[src/rtl/exec_pkg.sv]
// ==========================================================================
// exec_pkg: shared FU indices, default widths and op tag type for execute.
// Revision: 1.0
// ==========================================================================
`default_nettype none

package exec_pkg;

    localparam int FU_SIMPLE  = 0;
    localparam int FU_FP      = 1;
    localparam int FU_COMPLEX = 2;
    localparam int FU_PRED    = 3;
    localparam int FU_MEM     = 4;

    localparam int EXEC_NUM_FU = 5;
    localparam int EXEC_ROB_W  = 4;
    localparam int EXEC_DEST_W = 3;
    localparam int EXEC_LAT_W  = 5;
    localparam int EXEC_CTRL_W = 6;

    typedef struct packed {
        logic [EXEC_ROB_W-1:0]  rob;
        logic [EXEC_DEST_W-1:0] dest;
        logic [EXEC_CTRL_W-1:0] ctrl;
    } exec_tag_t;

endpackage

`default_nettype wire

[src/rtl/exec_fu_slot.sv]
// ==========================================================================
// exec_fu_slot: per-FU latency countdown and result holding slot.
// Revision: 1.0
// ==========================================================================
`default_nettype none

module exec_fu_slot
    import exec_pkg::*;
#(
    parameter int DATA_WIDTH = 32,
    parameter int CTRL_WIDTH = EXEC_CTRL_W,
    parameter int ROB_W      = EXEC_ROB_W,
    parameter int DEST_W     = EXEC_DEST_W,
    parameter int LAT_W      = EXEC_LAT_W
) (
    input  logic                  clk,
    input  logic                  reset,
    input  logic                  flush_i,
    input  logic                  accept_i,
    input  logic [LAT_W-1:0]      latency_i,
    input  logic [ROB_W-1:0]      rob_i,
    input  logic [DEST_W-1:0]     dest_i,
    input  logic [CTRL_WIDTH-1:0] ctrl_i,
    input  logic [DATA_WIDTH-1:0] result_i,
    input  logic                  drain_i,
    output logic                  slot_valid_o,
    output logic                  fu_free_o,
    output logic [DATA_WIDTH-1:0] data_o,
    output logic [ROB_W-1:0]      rob_o,
    output logic [DEST_W-1:0]     dest_o,
    output logic [CTRL_WIDTH-1:0] ctrl_o
);

    logic                  busy_q, busy_d;
    logic                  valid_q, valid_d;
    logic [LAT_W-1:0]      cnt_q, cnt_d;
    logic [DATA_WIDTH-1:0] data_q, data_d;
    logic [ROB_W-1:0]      rob_q, rob_d;
    logic [DEST_W-1:0]     dest_q, dest_d;
    logic [CTRL_WIDTH-1:0] ctrl_q, ctrl_d;

    always_comb begin
        busy_d  = busy_q;
        valid_d = valid_q;
        cnt_d   = cnt_q;
        data_d  = data_q;
        rob_d   = rob_q;
        dest_d  = dest_q;
        ctrl_d  = ctrl_q;
        if (flush_i) begin
            busy_d  = 1'b0;
            valid_d = 1'b0;
            cnt_d   = '0;
        end else if (accept_i) begin
            // Accept implies the slot is empty or draining this edge.
            rob_d  = rob_i;
            dest_d = dest_i;
            ctrl_d = ctrl_i;
            if (latency_i == '0) begin
                data_d  = result_i;
                valid_d = 1'b1;
            end else begin
                busy_d  = 1'b1;
                cnt_d   = latency_i;
                valid_d = 1'b0;
            end
        end else if (busy_q) begin
            cnt_d = cnt_q - LAT_W'(1);
            if (cnt_q == LAT_W'(1)) begin
                data_d  = result_i;
                valid_d = 1'b1;
                busy_d  = 1'b0;
            end
        end else if (drain_i) begin
            valid_d = 1'b0;
        end
    end

    always_ff @(posedge clk or posedge reset) begin
        if (reset) begin
            busy_q  <= 1'b0;
            valid_q <= 1'b0;
            cnt_q   <= '0;
            data_q  <= '0;
            rob_q   <= '0;
            dest_q  <= '0;
            ctrl_q  <= '0;
        end else begin
            busy_q  <= busy_d;
            valid_q <= valid_d;
            cnt_q   <= cnt_d;
            data_q  <= data_d;
            rob_q   <= rob_d;
            dest_q  <= dest_d;
            ctrl_q  <= ctrl_d;
        end
    end

    assign slot_valid_o = valid_q;
    assign fu_free_o    = !busy_q && (!valid_q || drain_i);
    assign data_o       = data_q;
    assign rob_o        = rob_q;
    assign dest_o       = dest_q;
    assign ctrl_o       = ctrl_q;

endmodule

`default_nettype wire

[src/rtl/exec_completion_arb.sv]
// ==========================================================================
// exec_completion_arb: per-FU completion slots arbitrated onto one WB bus.
// EXEC_RR_ARB_EN selects round-robin instead of highest-index priority.
// Revision: 1.0
// ==========================================================================
`default_nettype none

module exec_completion_arb
    import exec_pkg::*;
#(
    parameter int NUM_FU     = EXEC_NUM_FU,
    parameter int DATA_WIDTH = 32,
    parameter int CTRL_WIDTH = EXEC_CTRL_W,
    parameter int ROB_W      = EXEC_ROB_W,
    parameter int DEST_W     = EXEC_DEST_W,
    parameter int LAT_W      = EXEC_LAT_W,
    parameter int FU_IDX_W   = 3
) (
    input  logic                         clk,
    input  logic                         reset,
    input  logic                         flush,
    input  logic                         issue_valid,
    input  logic [FU_IDX_W-1:0]          issue_fu,
    input  logic [LAT_W-1:0]             issue_latency,
    input  logic [ROB_W-1:0]             issue_rob_entry,
    input  logic [DEST_W-1:0]            issue_dest_reg,
    input  logic [CTRL_WIDTH-1:0]        issue_ctrl,
    output logic                         issue_ready,
    input  logic [NUM_FU*DATA_WIDTH-1:0] fu_result,
    output logic [NUM_FU-1:0]            fu_free,
    output logic                         wb_valid,
    input  logic                         wb_ready,
    output logic [FU_IDX_W-1:0]          wb_fu,
    output logic [DATA_WIDTH-1:0]        wb_data,
    output logic [ROB_W-1:0]             wb_rob_entry,
    output logic [DEST_W-1:0]            wb_dest_reg,
    output logic [CTRL_WIDTH-1:0]        wb_ctrl
);

    logic [NUM_FU-1:0]     slot_valid;
    logic [NUM_FU-1:0]     accept;
    logic [NUM_FU-1:0]     drain;
    logic [DATA_WIDTH-1:0] slot_data [NUM_FU];
    logic [ROB_W-1:0]      slot_rob  [NUM_FU];
    logic [DEST_W-1:0]     slot_dest [NUM_FU];
    logic [CTRL_WIDTH-1:0] slot_ctrl [NUM_FU];

    logic                  lock_q, lock_d;
    logic [FU_IDX_W-1:0]   lock_fu_q, lock_fu_d;
    logic [FU_IDX_W-1:0]   arb_fu;
    logic [FU_IDX_W-1:0]   grant;
    logic                  xfer;

    always_comb begin
        issue_ready = 1'b0;
        for (int i = 0; i < NUM_FU; i++) begin
            if (issue_fu == FU_IDX_W'(i)) issue_ready = fu_free[i] && !flush;
        end
    end

    generate
        for (genvar g = 0; g < NUM_FU; g++) begin : g_fu
            assign accept[g] = issue_valid && issue_ready && (issue_fu == FU_IDX_W'(g));
            assign drain[g]  = xfer && (grant == FU_IDX_W'(g));

            exec_fu_slot #(
                .DATA_WIDTH (DATA_WIDTH),
                .CTRL_WIDTH (CTRL_WIDTH),
                .ROB_W      (ROB_W),
                .DEST_W     (DEST_W),
                .LAT_W      (LAT_W)
            ) u_slot (
                .clk          (clk),
                .reset        (reset),
                .flush_i      (flush),
                .accept_i     (accept[g]),
                .latency_i    (issue_latency),
                .rob_i        (issue_rob_entry),
                .dest_i       (issue_dest_reg),
                .ctrl_i       (issue_ctrl),
                .result_i     (fu_result[g*DATA_WIDTH +: DATA_WIDTH]),
                .drain_i      (drain[g]),
                .slot_valid_o (slot_valid[g]),
                .fu_free_o    (fu_free[g]),
                .data_o       (slot_data[g]),
                .rob_o        (slot_rob[g]),
                .dest_o       (slot_dest[g]),
                .ctrl_o       (slot_ctrl[g])
            );
        end
    endgenerate

`ifdef EXEC_RR_ARB_EN
    logic [FU_IDX_W-1:0] rr_ptr_q, rr_ptr_d;
    logic                found_hi;
    logic [FU_IDX_W-1:0] hi_fu, lo_fu;

    // Lowest valid index above the pointer, else lowest valid index overall.
    always_comb begin
        found_hi = 1'b0;
        hi_fu    = '0;
        lo_fu    = '0;
        for (int i = NUM_FU - 1; i >= 0; i--) begin
            if (slot_valid[i]) begin
                if (FU_IDX_W'(i) > rr_ptr_q) begin
                    found_hi = 1'b1;
                    hi_fu    = FU_IDX_W'(i);
                end else begin
                    lo_fu = FU_IDX_W'(i);
                end
            end
        end
        arb_fu = found_hi ? hi_fu : lo_fu;
    end

    always_comb begin
        rr_ptr_d = rr_ptr_q;
        if (flush)     rr_ptr_d = FU_IDX_W'(NUM_FU - 1);
        else if (xfer) rr_ptr_d = grant;
    end

    always_ff @(posedge clk or posedge reset) begin
        if (reset) rr_ptr_q <= FU_IDX_W'(NUM_FU - 1);
        else       rr_ptr_q <= rr_ptr_d;
    end
`else
    always_comb begin
        arb_fu = '0;
        for (int i = 0; i < NUM_FU; i++) begin
            if (slot_valid[i]) arb_fu = FU_IDX_W'(i);
        end
    end
`endif

    assign grant    = lock_q ? lock_fu_q : arb_fu;
    assign wb_valid = (|slot_valid) && !flush;
    assign xfer     = wb_valid && wb_ready;

    always_comb begin
        wb_fu        = '0;
        wb_data      = '0;
        wb_rob_entry = '0;
        wb_dest_reg  = '0;
        wb_ctrl      = '0;
        if (wb_valid) begin
            wb_fu = grant;
            for (int i = 0; i < NUM_FU; i++) begin
                if (grant == FU_IDX_W'(i)) begin
                    wb_data      = slot_data[i];
                    wb_rob_entry = slot_rob[i];
                    wb_dest_reg  = slot_dest[i];
                    wb_ctrl      = slot_ctrl[i];
                end
            end
        end
    end

    // A stalled grant is frozen so the payload cannot change under the consumer.
    always_comb begin
        lock_d    = lock_q;
        lock_fu_d = lock_fu_q;
        if (flush) begin
            lock_d = 1'b0;
        end else if (wb_valid && !wb_ready) begin
            lock_d    = 1'b1;
            lock_fu_d = grant;
        end else if (xfer) begin
            lock_d = 1'b0;
        end
    end

    always_ff @(posedge clk or posedge reset) begin
        if (reset) begin
            lock_q    <= 1'b0;
            lock_fu_q <= '0;
        end else begin
            lock_q    <= lock_d;
            lock_fu_q <= lock_fu_d;
        end
    end

endmodule

`default_nettype wire

[config.mk]
export PLATFORM = sky130hd
export DESIGN_NAME = exec_completion_arb
export DESIGN_NICKNAME = d
export VERILOG_FILES = /design/src/rtl/exec_pkg.sv /design/src/rtl/exec_fu_slot.sv /design/src/rtl/exec_completion_arb.sv
export SDC_FILE = /design/constraint.sdc
export NUM_CORES = 1
export LEC_CHECK = 0
export CAP_MARGIN = 20
export CORE_UTILIZATION = 40
export DETAILED_ROUTE_END_ITERATION = 8
export PLACE_DENSITY = 0.76
export SETUP_SLACK_MARGIN = 0.1
export SYNTH_ARGS = -nofsm -noshare
export SYNTH_HDL_FRONTEND = slang
export SYNTH_SLANG_ARGS = --single-unit
[constraint.sdc]
create_clock -name clk -period 11.5 [get_ports clk]
set_input_delay 1.15 -clock clk [delete_from_list [all_inputs] [get_ports clk]]
set_output_delay 1.15 -clock clk [all_outputs]
set_load 0.1 [all_outputs]
=== Word-level counts from Yosys, hierarchy flattened ===
Index checks and enable logic that the tools add are counted.

* Register bits after elaboration: 264
* Bits of input ports: 186
* Output and inout port bits: 55
* Logic and storage cells: 279

* $add $sub $neg: 5
* Equality and inequality tests: 28
* Mux-type cells: 121
* Bitwise gates (word level): 1
* Reduce and logical (&&, ||, !) cells: 87

{| class="wikitable"
|+ Operator list
! cell !! count
|-
| 32-bit two-way mux || 26
|-
| 5-bit two-way mux || 16
|-
| 1-bit two-way mux || 56
|-
| 6-bit two-way mux || 6
|-
| 3-bit two-way mux || 11
|-
| 2-bit AND reduction || 16
|-
| 5-bit by 1-bit equality test with 1-bit output (second input constant) || 5
|-
| 5-bit by 1-bit subtractor with 5-bit output (second input constant) || 5
|-
| 1-bit logical AND || 24
|-
| 4-bit two-way mux || 6
|-
| 4-bit by 3-bit inequality test with 1-bit output (second input constant) || 5
|-
| 4-bit AND reduction || 5
|-
| 2-bit nonzero test || 10
|-
| 4-bit nonzero test || 5
|-
| 3-bit nonzero test || 6
|-
| 3-bit inequality test (second input constant) || 5
|-
| 3-bit by 2-bit equality test with 1-bit output (second input constant) || 4
|-
| 1-bit logical NOT || 12
|-
| 2-bit inequality test (second input constant) || 5
|-
| 3-bit by 1-bit equality test with 1-bit output (second input constant) || 2
|-
| 3-bit equality test (second input constant) || 2
|-
| 3-bit logical NOT || 2
|-
| 5-bit logical NOT || 1
|-
| 1-bit logical OR || 5
|-
| 2 further kinds || 2
|}

=== Depth between registers and ports, before layout ===
* Word-level depth: 19
* Gate-level depth with buffers: 10
* Gate-level depth less buffers: 7

=== Modules after synthesis ===
From an unflattened synthesis, not the netlist that was laid out.

* Cells, all modules: 1500
* Area total of the unflattened synthesis: 14781.7 um2

{| class="wikitable"
|+ By module, submodules not included
! module !! instances !! cells an instance !! area an instance (um2) !! seq. area each (um2)
|-
| exec_fu_slot at g_fu[0].u_slot ... || 4 || 234 || 2523.7 || 1301.2
|-
| exec_completion_arb || 1 || 414 || 2496.1 || 100.1
|-
| exec_fu_slot at g_fu[2].u_slot || 1 || 150 || 2190.9 || 1301.2
|}

=== Least setup slack after synthesis ===
Ideal clock, no wire load.

* Kind: in2out
* From: input flush
* To: output issue_ready
* Arrival: 4.424 ns
* Data required time: 10.350 ns
* Path slack: 5.926 ns
* Stages on the path: 6
* Buffers on the path: 0
* Cell sequence: clkinv_1 -> o211ai_1 -> o31ai_2 -> nor2b_1 -> o221ai_1 -> a211oi_1

* Longest elaborated chain between the ends: 12
* Elaborated cells between the ends (all ways): 28
* Classes of those cells: 5 x mux; 23 x reduce/logical

{| class="wikitable"
|+ Ends and longest elaborated chain
! what !! line !! RTL
|-
| from (decl) || exec_completion_arb.sv:21 || <nowiki>input logic flush,</nowiki>
|-
| 1-bit logical NOT || exec_completion_arb.sv:136 || <nowiki>assign wb_valid = (|slot_valid) && !flush;</nowiki>
|-
| 1-bit logical AND || exec_completion_arb.sv:136 ||
|-
| 1-bit logical AND || exec_completion_arb.sv:137 || <nowiki>assign xfer = wb_valid && wb_ready;</nowiki>
|-
| 1-bit logical AND || exec_completion_arb.sv:64 || <nowiki>assign drain[g] = xfer && (grant == FU_IDX_W'(g));</nowiki>
|-
| 1-bit logical OR || exec_fu_slot.sv:100 || <nowiki>assign fu_free_o = !busy_q && (!valid_q || drain_i);</nowiki>
|-
| 1-bit logical AND || exec_fu_slot.sv:100 ||
|-
| net g_fu[0].u_slot.fu_free_o || exec_fu_slot.sv:27 || <nowiki>output logic fu_free_o,</nowiki>
|-
| 1-bit logical AND || exec_completion_arb.sv:57 || <nowiki>if (issue_fu == FU_IDX_W'(i)) issue_ready = fu_free[i] && !flush;</nowiki>
|-
| 1-bit two-way mux (5 in a row) || exec_completion_arb.sv:57 ||
|-
| to (decl) || exec_completion_arb.sv:28 || <nowiki>output logic issue_ready,</nowiki>
|}

The timed path passes the listed nets, and every way through them passes these cells.

=== Worst setup path in the final report ===
* From: input flush
* To: output issue_ready

* Longest elaborated chain between the ends: 12
* Elaborated cells between the ends (all ways): 28
* Classes of those cells: 5 x mux; 23 x reduce/logical

{| class="wikitable"
|+ Ends and longest elaborated chain
! what !! line
|-
| 1-bit logical NOT (*) || exec_completion_arb.sv:57, exec_completion_arb.sv:136
|-
| 1-bit logical AND || exec_completion_arb.sv:136
|-
| 1-bit logical AND || exec_completion_arb.sv:137
|-
| 1-bit logical AND || exec_completion_arb.sv:64
|-
| 1-bit logical OR || exec_fu_slot.sv:100
|-
| 1-bit logical AND || exec_fu_slot.sv:100
|-
| 1-bit logical AND || exec_completion_arb.sv:57
|-
| 1-bit two-way mux (4 in a row) || exec_completion_arb.sv:57
|-
| 1-bit two-way mux (*) || exec_completion_arb.sv:57
|}

Mark *: on every way between the ends. The rest lies on a longest branch, timed or not.

==> impl_metrics.yaml <==
logic_synthesis:
  netlist.top_cell.by_area: "dfrtp_1"
  synth-edff-count: 0
  netlist_top_cells_area: "dfrtp_1 50%, mux2_2 10%, nand2_1 4.2%"
  synth_area_sq_um: 13220
  ys_seq_area_share_pct: 49.99
  synth_cells: 1181
  synthDominantCellAreaShare_pct: 49.99
  synth-async-reset-ratio_pct: 100.0
  avgSynthCellArea_sq_um: 11.19
  yosysWarnings: 0
  syn-num-nets: 1377
  ys.flop_type: "dfrtp_1"
  synth_cell_types: 70
  ys_ff_latch: 264
worst_setup_path:
  cp.arrival_ns: 4.96
  crit_type: "input port to primary output"
  start_kind: "input port"
  endpoint: "issue_ready"
  critPathRequiredTime_ns: 10.35
  critPathLaunch: "flush"
  critPathMaxFanout: 39
  reg2reg_from: "g_fu[4].u_slot.slot_valid_o$_DFFE_PP0P_"
  rrSetupSlack_ns: 7.52
  cp-end-kind: "primary output"
  reg2reg_to: "g_fu[2].u_slot.data_o[2]$_DFFE_PP0P_"
  reg2reg_depth: 8
sta:
  period_share_pct: 53.14
  skew_ns: 0.02458
  drv_slew: 0
  setup_viol: 0
  fin_setup_tns_ns: 0
  hold_viol: 0
  max_freq_mhz: 163.6
  worst_slack_ns: 5.389
  grt_setup_unrepaired: "no"
  holdWs_ns: 0.4747
  fin_crit_ns: 6.111
  maxSlewHeadroom_pct: 34.14
  tightest_slew_ns: 0.9848
floorplanning:
  die_area_sq_um: 33770
  die_h_microns: 183.8
  start_util_pct: 40.62
  core_sq_um: 32540
  die_w_microns: 183.8
  placementRows: 66
  io_pins: 241
clock_network:
  postCtsHoldBufs: 0
  cts_buffer_depth: 3
  numCtsBuffers: 29
  cts_tree: "built"
  cts_setup_buffers: 0
  insertion_delay_ns: 0.57
  htreeDepth: 1
  path_clk_slew_ns: 0.06
  cts.sinks: 264
  cts_resized: 0
  clockRootBuffer: "clkbuf_16"
power:
  powerDensity_nw_per_um2: 175.7
  p_leak_uw: 0.007208
  irDropWorstVdd_mv: 0.1291
min_path:
  min_path_type: "flop to flop"
detailed_routing:
  postRouteAntennaNets: 0
  route.vias.total: 10670
  drcViolationCount: 0
  avgViaCountPerCell: 5.777
  drtIter0Drc: 947
  wl_per_cell_microns: 21.34
  drtPass1Iterations: 6
  totalWireLength_microns: 39410
place:
  gp_congestion: 0.8848
  hpwl_microns: 25390
  place_ws_ns: 5.424
  io_buffers: 240
grt:
  antenna_found_initial: 0
  grtUsageTotal_pct: 23.51
  grt_max_degree: 129
  grt_pass1_wl_microns: 62030
  gr-total-overflow: 0
  grt_pass1_vias: 10940
job:
  max_cap_viol_count: 0
final_layout:
  final_common_cell: "dfrtp_1"
  area_delta_synth_final_pct: 29.70
  nets: 1578
  drive_above_1_share_pct: 16.09
  layout_common_cells: "264 x dfrtp_1, 240 x clkdlybuf4s50_1, 147 x nand2_1"
  antenna_cells: 0
outcome:
  status: "complete, no violations"
==> sequential cells by signal, indices dropped and copies added (netlist names) <==
register,count
g_fu.u_slot.cnt_q,25
g_fu.u_slot.dest_o,15
lock_q,1
g_fu.u_slot.ctrl_o,30
g_fu.u_slot.rob_o,20
g_fu.u_slot.busy_q,5
g_fu.u_slot.data_o,160
lock_fu_q,3
g_fu.u_slot.slot_valid_o,5
==> cell families (layout without fill, tap and decap cells) <==
kind of cell | Yosys count | after routing | share of synthesized area, %
muxes | 202 | 202 | 16.77
AOI/OAI and AO/OA | 261 | 261 | 16.81
buffers and inverters | 118 | 342 | 4.081
xor gates and xnor gates | 1 | 1 | 0.06629
and+or+nand+nor | 325 | 325 | 11.34
adders and majority gates | 10 | 10 | 0.9468
DFF | 264 | 264 | 49.99
==> worst min path at each step <==
stage                                               from                                    to  slack [ns]  depth (start not counted)
global placement    g_fu[3].u_slot.ctrl_o[5]$_DFFE_PP0P_  g_fu[3].u_slot.ctrl_o[5]$_DFFE_PP0P_        0.46                          2
global route        g_fu[3].u_slot.ctrl_o[0]$_DFFE_PP0P_  g_fu[3].u_slot.ctrl_o[0]$_DFFE_PP0P_        0.50                          2
finish              g_fu[0].u_slot.ctrl_o[5]$_DFFE_PP0P_  g_fu[0].u_slot.ctrl_o[5]$_DFFE_PP0P_        0.47                          2
CTS                  g_fu[3].u_slot.rob_o[0]$_DFFE_PP0P_   g_fu[3].u_slot.rob_o[0]$_DFFE_PP0P_        0.48                          2
detailed placement   g_fu[3].u_slot.rob_o[0]$_DFFE_PP0P_   g_fu[3].u_slot.rob_o[0]$_DFFE_PP0P_        0.46                          2
floorplan           g_fu[3].u_slot.ctrl_o[0]$_DFFE_PP0P_  g_fu[3].u_slot.ctrl_o[0]$_DFFE_PP0P_        0.44                          2
==> worst max-delay path, cell delays in order <==
cell             delay (ns)
clkdlybuf4s50_1        0.46
buf_4                  0.42
clkinv_1               0.62
o211ai_1               0.43
o31a_1                 0.31
nor2_1                 0.09
a2111oi_0              0.41
a211oi_1               0.09
clkdlybuf4s50_1        0.98
==> layer usage <==
layer / GRT usage [%] / share of wire (%)
met5: 0 / 0
met4: 6.667 / 2.8
met3: 4.596 / 7.2
met2: 39.00 / 48
met1: 31.16 / 42
==> area by class of cell <==
class	instances	area (sq um)
Clock buffer	40	857.1
Clock inverter	14	269.0
Fill cell	2868	15400
Inverter	22	90.09
Multi-Input combinational cell	799	6155
Sequential cell	264	6606
Tap cell	442	553.0
Timing Repair Buffer	266	2610
==> through the flow <==
step,util (%),power [uW],instance area (sq um),cells
after floorplan,-,1709,13220,1181
after global placement,49.16,1924,15990,1792
after detailed placement,49.16,1951,15990,1792
after CTS,52.62,3035,17120,1846
after global routing,52.68,3156,17140,1847
final,52.68,3011,17140,1847
==> where the power goes <==
| group | leakage, uW | switching [uW] | internal [uW] | total [uW] |
|---|---|---|---|---|
| sequential | 0.00348 | 124 | 1120 | 1250 |
| clock | 0.000550 | 394 | 679 | 1070 |
| combinational | 0.00318 | 359 | 333 | 693 |
| total | 0.00721 | 877 | 2130 | 3010 |
==> cells in the mapped netlist, types with 14 or more instances <==
master / number
dfrtp_1: 264
nor2b_1: 37
a22oi_1: 33
a21oi_1: 22
a221o_1: 37
inv_1: 21
clkbuf_1: 54
mux2i_1: 47
mux2_2: 123
o2bb2ai_1: 45
buf_2: 20
nor3_1: 20
nor2_1: 78
a222oi_1: 45
mux2_1: 32
nand2_1: 148
o21ai_0: 14
Note: power is estimated with default switching activity, not from simulation.
